[src/rtl/riscv_mem_pkg.sv]
// Shared definitions for the RV32 memory stage: access-size encodings,
// FSM state type and byte-enable width.
package riscv_mem_pkg;

    localparam int unsigned BE_W = 4;

    localparam logic [2:0] F3_B  = 3'b000;
    localparam logic [2:0] F3_H  = 3'b001;
    localparam logic [2:0] F3_W  = 3'b010;
    localparam logic [2:0] F3_BU = 3'b100;
    localparam logic [2:0] F3_HU = 3'b101;

    typedef enum logic {
        ST_IDLE,
        ST_WAIT_R
    } mem_state_e;

endpackage

[src/rtl/load_store_align.sv]
// Combinational load/store lane handling: misalignment detection, byte enables,
// lane-replicated store data and load extraction with sign/zero extension.
module load_store_align
    import riscv_mem_pkg::*;
#(
    parameter int unsigned XLEN        = 32,
    parameter bit          ALIGN_CHECK = 1'b1
) (
    input  logic [1:0]      lane_i,
    input  logic [2:0]      funct3_i,
    input  logic [XLEN-1:0] store_data_i,
    input  logic [XLEN-1:0] rdata_i,
    output logic            misaligned_o,
    output logic [BE_W-1:0] be_o,
    output logic [XLEN-1:0] wdata_o,
    output logic [XLEN-1:0] rdata_fmt_o
);

    logic       is_byte;
    logic       is_half;
    logic       is_uns;
    logic [1:0] lane_eff;
    logic [7:0] ld_byte;
    logic [15:0] ld_half;

    // Anything that is not a byte or half encoding is handled as a word access.
    assign is_byte = (funct3_i == F3_B) || (funct3_i == F3_BU);
    assign is_half = (funct3_i == F3_H) || (funct3_i == F3_HU);
    assign is_uns  = funct3_i[2];

    assign misaligned_o = ALIGN_CHECK &&
                          ((is_half && lane_i[0]) ||
                           (!is_byte && !is_half && (lane_i != 2'b00)));

    // Force-align: lanes below the access size are cleared.
    assign lane_eff = is_byte ? lane_i :
                      is_half ? {lane_i[1], 1'b0} : 2'b00;

    assign ld_byte = rdata_i[{lane_eff, 3'b000} +: 8];
    assign ld_half = rdata_i[{lane_eff[1], 4'b0000} +: 16];

    always_comb begin
        be_o        = '0;
        wdata_o     = '0;
        rdata_fmt_o = '0;
        if (is_byte) begin
            be_o        = BE_W'(1) << lane_eff;
            wdata_o     = {4{store_data_i[7:0]}};
            rdata_fmt_o = is_uns ? {{(XLEN-8){1'b0}}, ld_byte}
                                 : {{(XLEN-8){ld_byte[7]}}, ld_byte};
        end else if (is_half) begin
            be_o        = lane_eff[1] ? 4'b1100 : 4'b0011;
            wdata_o     = {2{store_data_i[15:0]}};
            rdata_fmt_o = is_uns ? {{(XLEN-16){1'b0}}, ld_half}
                                 : {{(XLEN-16){ld_half[15]}}, ld_half};
        end else begin
            be_o        = '1;
            wdata_o     = store_data_i;
            rdata_fmt_o = rdata_i;
        end
    end

endmodule

[src/rtl/mem_stage_pipe.sv]
// RV32 memory stage: drives a req/gnt/rvalid data memory, stalls upstream while
// an access is outstanding and registers the MEM/WB boundary.
module mem_stage_pipe
    import riscv_mem_pkg::*;
#(
    parameter int unsigned XLEN        = 32,
    parameter int unsigned ADDR_W      = 32,
    parameter int unsigned REGADDR_W   = 5,
    parameter bit          ALIGN_CHECK = 1'b1
) (
    input  logic                 clk,
    input  logic                 reset,
    input  logic                 ex_valid,
    input  logic [XLEN-1:0]      ex_alu_out,
    input  logic [XLEN-1:0]      ex_store_data,
    input  logic [2:0]           ex_funct3,
    input  logic                 ex_mem_read,
    input  logic                 ex_mem_write,
    input  logic                 ex_reg_write,
    input  logic [REGADDR_W-1:0] ex_wr_addr,
    output logic                 mem_req,
    output logic [ADDR_W-1:0]    mem_addr,
    output logic                 mem_we,
    output logic [BE_W-1:0]      mem_be,
    output logic [XLEN-1:0]      mem_wdata,
    input  logic                 mem_gnt,
    input  logic                 mem_rvalid,
    input  logic [XLEN-1:0]      mem_rdata,
    output logic                 stall_o,
    output logic                 fwd_reg_write,
    output logic [REGADDR_W-1:0] fwd_wr_addr,
    output logic [XLEN-1:0]      fwd_data,
    output logic                 wb_valid,
    output logic                 wb_reg_write,
    output logic [REGADDR_W-1:0] wb_wr_addr,
    output logic [XLEN-1:0]      wb_data,
    output logic                 wb_misaligned
);

    if (XLEN != 32) begin : g_xlen_check
        $error("mem_stage_pipe: XLEN must be 32");
    end

    mem_state_e             state_q, state_d;
    logic                   wb_valid_q, wb_reg_write_q, wb_misaligned_q;
    logic [REGADDR_W-1:0]   wb_wr_addr_q;
    logic [XLEN-1:0]        wb_data_q, wb_data_d;
    logic                   is_mem;
    logic                   mis_raw;
    logic                   misaligned;
    logic                   complete;
    logic                   load_done;
    logic [XLEN-1:0]        rdata_fmt;

    load_store_align #(
        .XLEN        (XLEN),
        .ALIGN_CHECK (ALIGN_CHECK)
    ) u_align (
        .lane_i       (ex_alu_out[1:0]),
        .funct3_i     (ex_funct3),
        .store_data_i (ex_store_data),
        .rdata_i      (mem_rdata),
        .misaligned_o (mis_raw),
        .be_o         (mem_be),
        .wdata_o      (mem_wdata),
        .rdata_fmt_o  (rdata_fmt)
    );

    assign is_mem     = ex_mem_read | ex_mem_write;
    assign misaligned = is_mem & mis_raw;
    assign mem_addr   = ADDR_W'(ex_alu_out) & ~ADDR_W'(3);
    assign mem_we     = ex_mem_write;

    // Access sequencing; rvalid is only honoured while a load is outstanding.
    always_comb begin
        state_d   = state_q;
        mem_req   = 1'b0;
        complete  = 1'b0;
        load_done = 1'b0;
        case (state_q)
            ST_IDLE: begin
                if (ex_valid) begin
                    if (!is_mem || misaligned) begin
                        complete = 1'b1;
                    end else begin
                        mem_req = 1'b1;
                        if (mem_gnt) begin
                            if (ex_mem_write) complete = 1'b1;
                            else              state_d  = ST_WAIT_R;
                        end
                    end
                end
            end
            ST_WAIT_R: begin
                if (mem_rvalid) begin
                    complete  = 1'b1;
                    load_done = 1'b1;
                    state_d   = ST_IDLE;
                end
            end
            default: state_d = ST_IDLE;
        endcase
    end

    assign stall_o   = ex_valid & ~complete;
    assign wb_data_d = load_done ? rdata_fmt : ex_alu_out;

    assign fwd_reg_write = ex_valid & ex_reg_write & ~ex_mem_read;
    assign fwd_wr_addr   = ex_wr_addr;
    assign fwd_data      = ex_alu_out;

    always_ff @(posedge clk or negedge reset) begin
        if (!reset) begin
            state_q         <= ST_IDLE;
            wb_valid_q      <= 1'b0;
            wb_reg_write_q  <= 1'b0;
            wb_misaligned_q <= 1'b0;
            wb_wr_addr_q    <= '0;
            wb_data_q       <= '0;
        end else begin
            state_q         <= state_d;
            wb_valid_q      <= complete;
            wb_reg_write_q  <= complete & ex_reg_write & ~misaligned;
            wb_misaligned_q <= complete & misaligned;
            if (complete) begin
                wb_wr_addr_q <= ex_wr_addr;
                wb_data_q    <= wb_data_d;
            end
        end
    end

    assign wb_valid      = wb_valid_q;
    assign wb_reg_write  = wb_reg_write_q;
    assign wb_wr_addr    = wb_wr_addr_q;
    assign wb_data       = wb_data_q;
    assign wb_misaligned = wb_misaligned_q;

endmodule
[config.mk]
export PLATFORM = sky130hd
export DESIGN_NAME = mem_stage_pipe
export DESIGN_NICKNAME = d
export VERILOG_FILES = /design/src/rtl/riscv_mem_pkg.sv /design/src/rtl/load_store_align.sv /design/src/rtl/mem_stage_pipe.sv
export SDC_FILE = /design/constraint.sdc
export NUM_CORES = 1
export LEC_CHECK = 0
export ABC_AREA = 0
export CORE_ASPECT_RATIO = 1.75
export CORE_MARGIN = 2
export CORE_UTILIZATION = 36
export CTS_BUF_LIST = sky130_fd_sc_hd__clkbuf_4
export DETAILED_ROUTE_END_ITERATION = 7
export PLACE_DENSITY = 0.87
export SYNTH_ARGS = -nofsm -noshare
export SYNTH_HDL_FRONTEND = slang
export SYNTH_SLANG_ARGS = --single-unit
[constraint.sdc]
create_clock -name clk -period 1.75 [get_ports clk]
set_input_delay 0.175 -clock clk [delete_from_list [all_inputs] [get_ports clk]]
set_output_delay 0.175 -clock clk [all_outputs]
set_load 0.02 [all_outputs]
==> results.txt <==
- The run finished with clean final reports.
- Period utilisation layout: 95.86%
* Overall via count from detail_route: 3967
- Critical Path Start Type: primary input
- The synthesized design contains 41 register bits.
* Routability congestion estimate from global placement: 0.8308
- In the routed design, unresolved DRC markers number 0.
- Biggest fanout along the worst timing path: 4
* Top cells by area in the synthesized netlist: dfrtp_1 29%, buf_4 17%, a221oi_1 7.4%
- Row Count: 48
- Final number of setup-violating endpoints: 0
* Most used standard cells in the synthesized netlist: 80 x buf_4, 46 x nand2_1, 41 x dfrtp_1
- The cell area that synthesis handed to floorplanning was 0.003552 mm².
* Warning count from the yosys run: 0
* Sequential area share after synthesis: 28.88%
- IR Drop Worst-Case VDD: 0.3329 mV
- Area of the die: 0.01071 mm²
* Number of buffers created by CTS: 5
* Most used flip-flop cell after synthesis: dfrtp_1
* Final nets: 732
- The biggest area contributor in the post-synthesis netlist is dfrtp_1.
- Number of pins exceeding their max-slew limit in the final report: 0
- Dividing the detail-routed via count by the number of cells gives 5.311.
- Endpoint kind of the worst setup timing path: output port
- Mean instance size in the synthesized netlist: 8.478 µm²
- The worst register-to-register path has a depth of 4.
- After global routing the overflow that remains totals 0.
- Starting density of the core: 36.51%
* Worst Hold Margin: 0.1617 ns
* Number of instances in the synthesized netlist: 419
- Global routing used 24.51% of the available tracks across all layers.
* Placeable core region: 0.009729 mm²
* Count of max-cap constraint violations: 0
* Iter 0 DRT Violations: 312
* Fin. Hold Viols: 0
- Post-route clock skew: 0.002736 ns
- Root buffer selected by CTS: clkbuf_4
- TritonCTS built the clock tree.
* Count of buffers from port buffering: 258
* Classification of the worst setup path: in -> out
* Source-to-sink clock delay at the later pin of the worst-skew pair: 0.36 ns
* Synthesis-to-finish area growth: 69.99%
* Number of H-tree levels: 2
- Number of antenna-violating nets in the routed design: 0
- Share of final-layout standard cells stronger than drive strength 1: 14.17%
- Routed length per placed instance: 18.30 µm
- The first TritonRoute pass finished after 5 iterations.
- The finished layout holds 747 standard cells, fillers aside.
* Vias in the first global route: 4126
- Maximum number of pins on one net before global-route repair: 43
* Placed cell count: 736
* Max Buffers Root-to-Sink: 2
- Leakage: 0.002612 µW
- Measured along the x axis, the die boundary spans 79.09 µm.
- The clock net in this run drives a total of 41 sinks.
- EDFF count, synth: 0
- Hold WC Path Type: in -> async
* Number of antenna violations at the first check in global routing: 1
- Summed over its instances, the top area cell type makes up 28.88% of the synthesized netlist area.
- Shortest period the worst path allows: 1.678 ns
* Overall die height: 135.4 µm
- At the worst endpoint, the arrival time is 1.50 ns.
- After synthesis, the netlist uses 35 different library cells.
* Total Routed Length: 13.67 mm
- 261 I/O pins were placed.
- Of all flip-flops after synthesis, the portion carrying an async set or reset was 100.0%.
* Timing-limited maximum frequency: 0.5961 GHz
* Count leader, synth: buf_4
- The first global-routing pass estimated 20.56 mm of wire.
- RSZ-0062 raised after global routing: false
- Count of filler cells inserted in the layout: 828
- After legalization and detailed placement, the total HPWL measured 10.99 mm.
* Power per unit of standard cell area: 629.6 mW/mm²
- Clock-pin slew was measured on the worst setup and hold paths at 0.12 ns.
* CP Data Required Time: 1.57 ns
[final timing paths]
| kind | startpoint | endpoint | slack (ns) |
|---|---|---|---|
| max | ex_store_data[3] | mem_wdata[19] | 0.07 |
| min | reset | wb_wr_addr[2] | 0.16 |
| max reg2reg | state_q | wb_wr_addr[3] | 0.12 |
| min reg2reg | wb_wr_addr[4] | wb_wr_addr[4] | 0.52 |
| max in group asynchronous | reset | wb_data[10] | 1.03 |
| min in group clk | ex_funct3[1] | wb_data[20] | 0.38 |
[cell usage in the layout (no fill, tap or decap), types with 3 or more instances in the layout]
cell and count:
clkbuf_4 6, a22oi_1 9, nand2_1 46, a21oi_1 37
nor2_1 13, buf_12 6, a22o_1 7, buf_4 36
nor2b_1 4, inv_1 17, and2_1 3, clkdlybuf4s50_1 231
o221ai_1 7, nand3_1 12, buf_2 3, o21ai_0 10
a221oi_1 28, mux2i_1 25, mux2_2 21, dfrtp_1 41
dlygate4sd2_1 21, o22ai_1 8
[kinds of logic after synthesis]
group                  after synthesis  synth area share [%]
AO/OA/AOI/OAI                      117                 23.53
buffers and inverters              125                 22.33
flip-flops                          41                 28.88
multiplexers                        46                 13.70
other                                1                0.1056
AND/OR/NAND/NOR                     89                 11.45
[timing repair]
action                     in CTS  in global routing
resized for setup              29                 10
pin swaps                       0                  2
hold buffers                    1                  0
setup buffers                   0                  1
hold endpoints to repair       41                  0
setup endpoints to repair      22                 11
[state kept, by name (all words and copies together), names as in the netlist]
register / flops
wb_reg_write: 1
wb_data: 32
wb_misaligned: 1
wb_valid: 1
state_q: 1
wb_wr_addr: 5
[power breakdown]
part           switching, µW  internal, µW  total [µW]
registers                104          1120        1220
logic                   1030          1060        2100
clock network            313           169         481
[per-stage QoR]
| step | cell area [µm²] | setup WS (ns) | power [µW] | TNS, ns | utilization, % |
|---|---|---|---|---|---|
| floorplan | 3556 | 0.1901 | 2275 | 0 | - |
| global placement | 5938 | -0.3406 | 3292 | -14.39 | 61.03 |
| detailed placement | 5938 | -0.3913 | 3346 | -16.97 | 61.03 |
| CTS | 5982 | 0.01337 | 3808 | 0 | 61.48 |
| global route | 6038 | 0.03121 | 3992 | 0 | 62.06 |
| finish | 6038 | 0.07239 | 3802 | 0 | 62.06 |
[critical path, stage by stage]
cell	delay, ns
clkdlybuf4s50_1	0.54
mux2_2	0.17
clkdlybuf4s50_1	0.61
[routing by layer]
layer	vias up	share of wire, %	global-route usage (%)	routed length [µm]
li1	1841	-	-	-
met1	1849	33	24.63	4511
met2	243	56	47.27	7606
met3	34	8.0	4.933	1092
met4	0	3.4	10.73	461
met5	-	0	0	0
[final cells by class]
| cell class | instances | area [µm²] | share of cell area [%] |
|---|---|---|---|
| repair buffers | 301 | 2948 | 48.82 |
| multi-input cells | 254 | 1787 | 29.59 |
| flip-flops and latches | 41 | 1026 | 16.99 |
| well taps | 125 | 156.4 | 2.590 |
| inverters | 17 | 63.81 | 1.057 |
| clock buffers | 6 | 45.04 | 0.7460 |
| clock inverters | 2 | 10.01 | 0.1658 |
| diodes | 1 | 2.502 | 0.04144 |
Note: power is estimated with default switching activity, not from simulation.
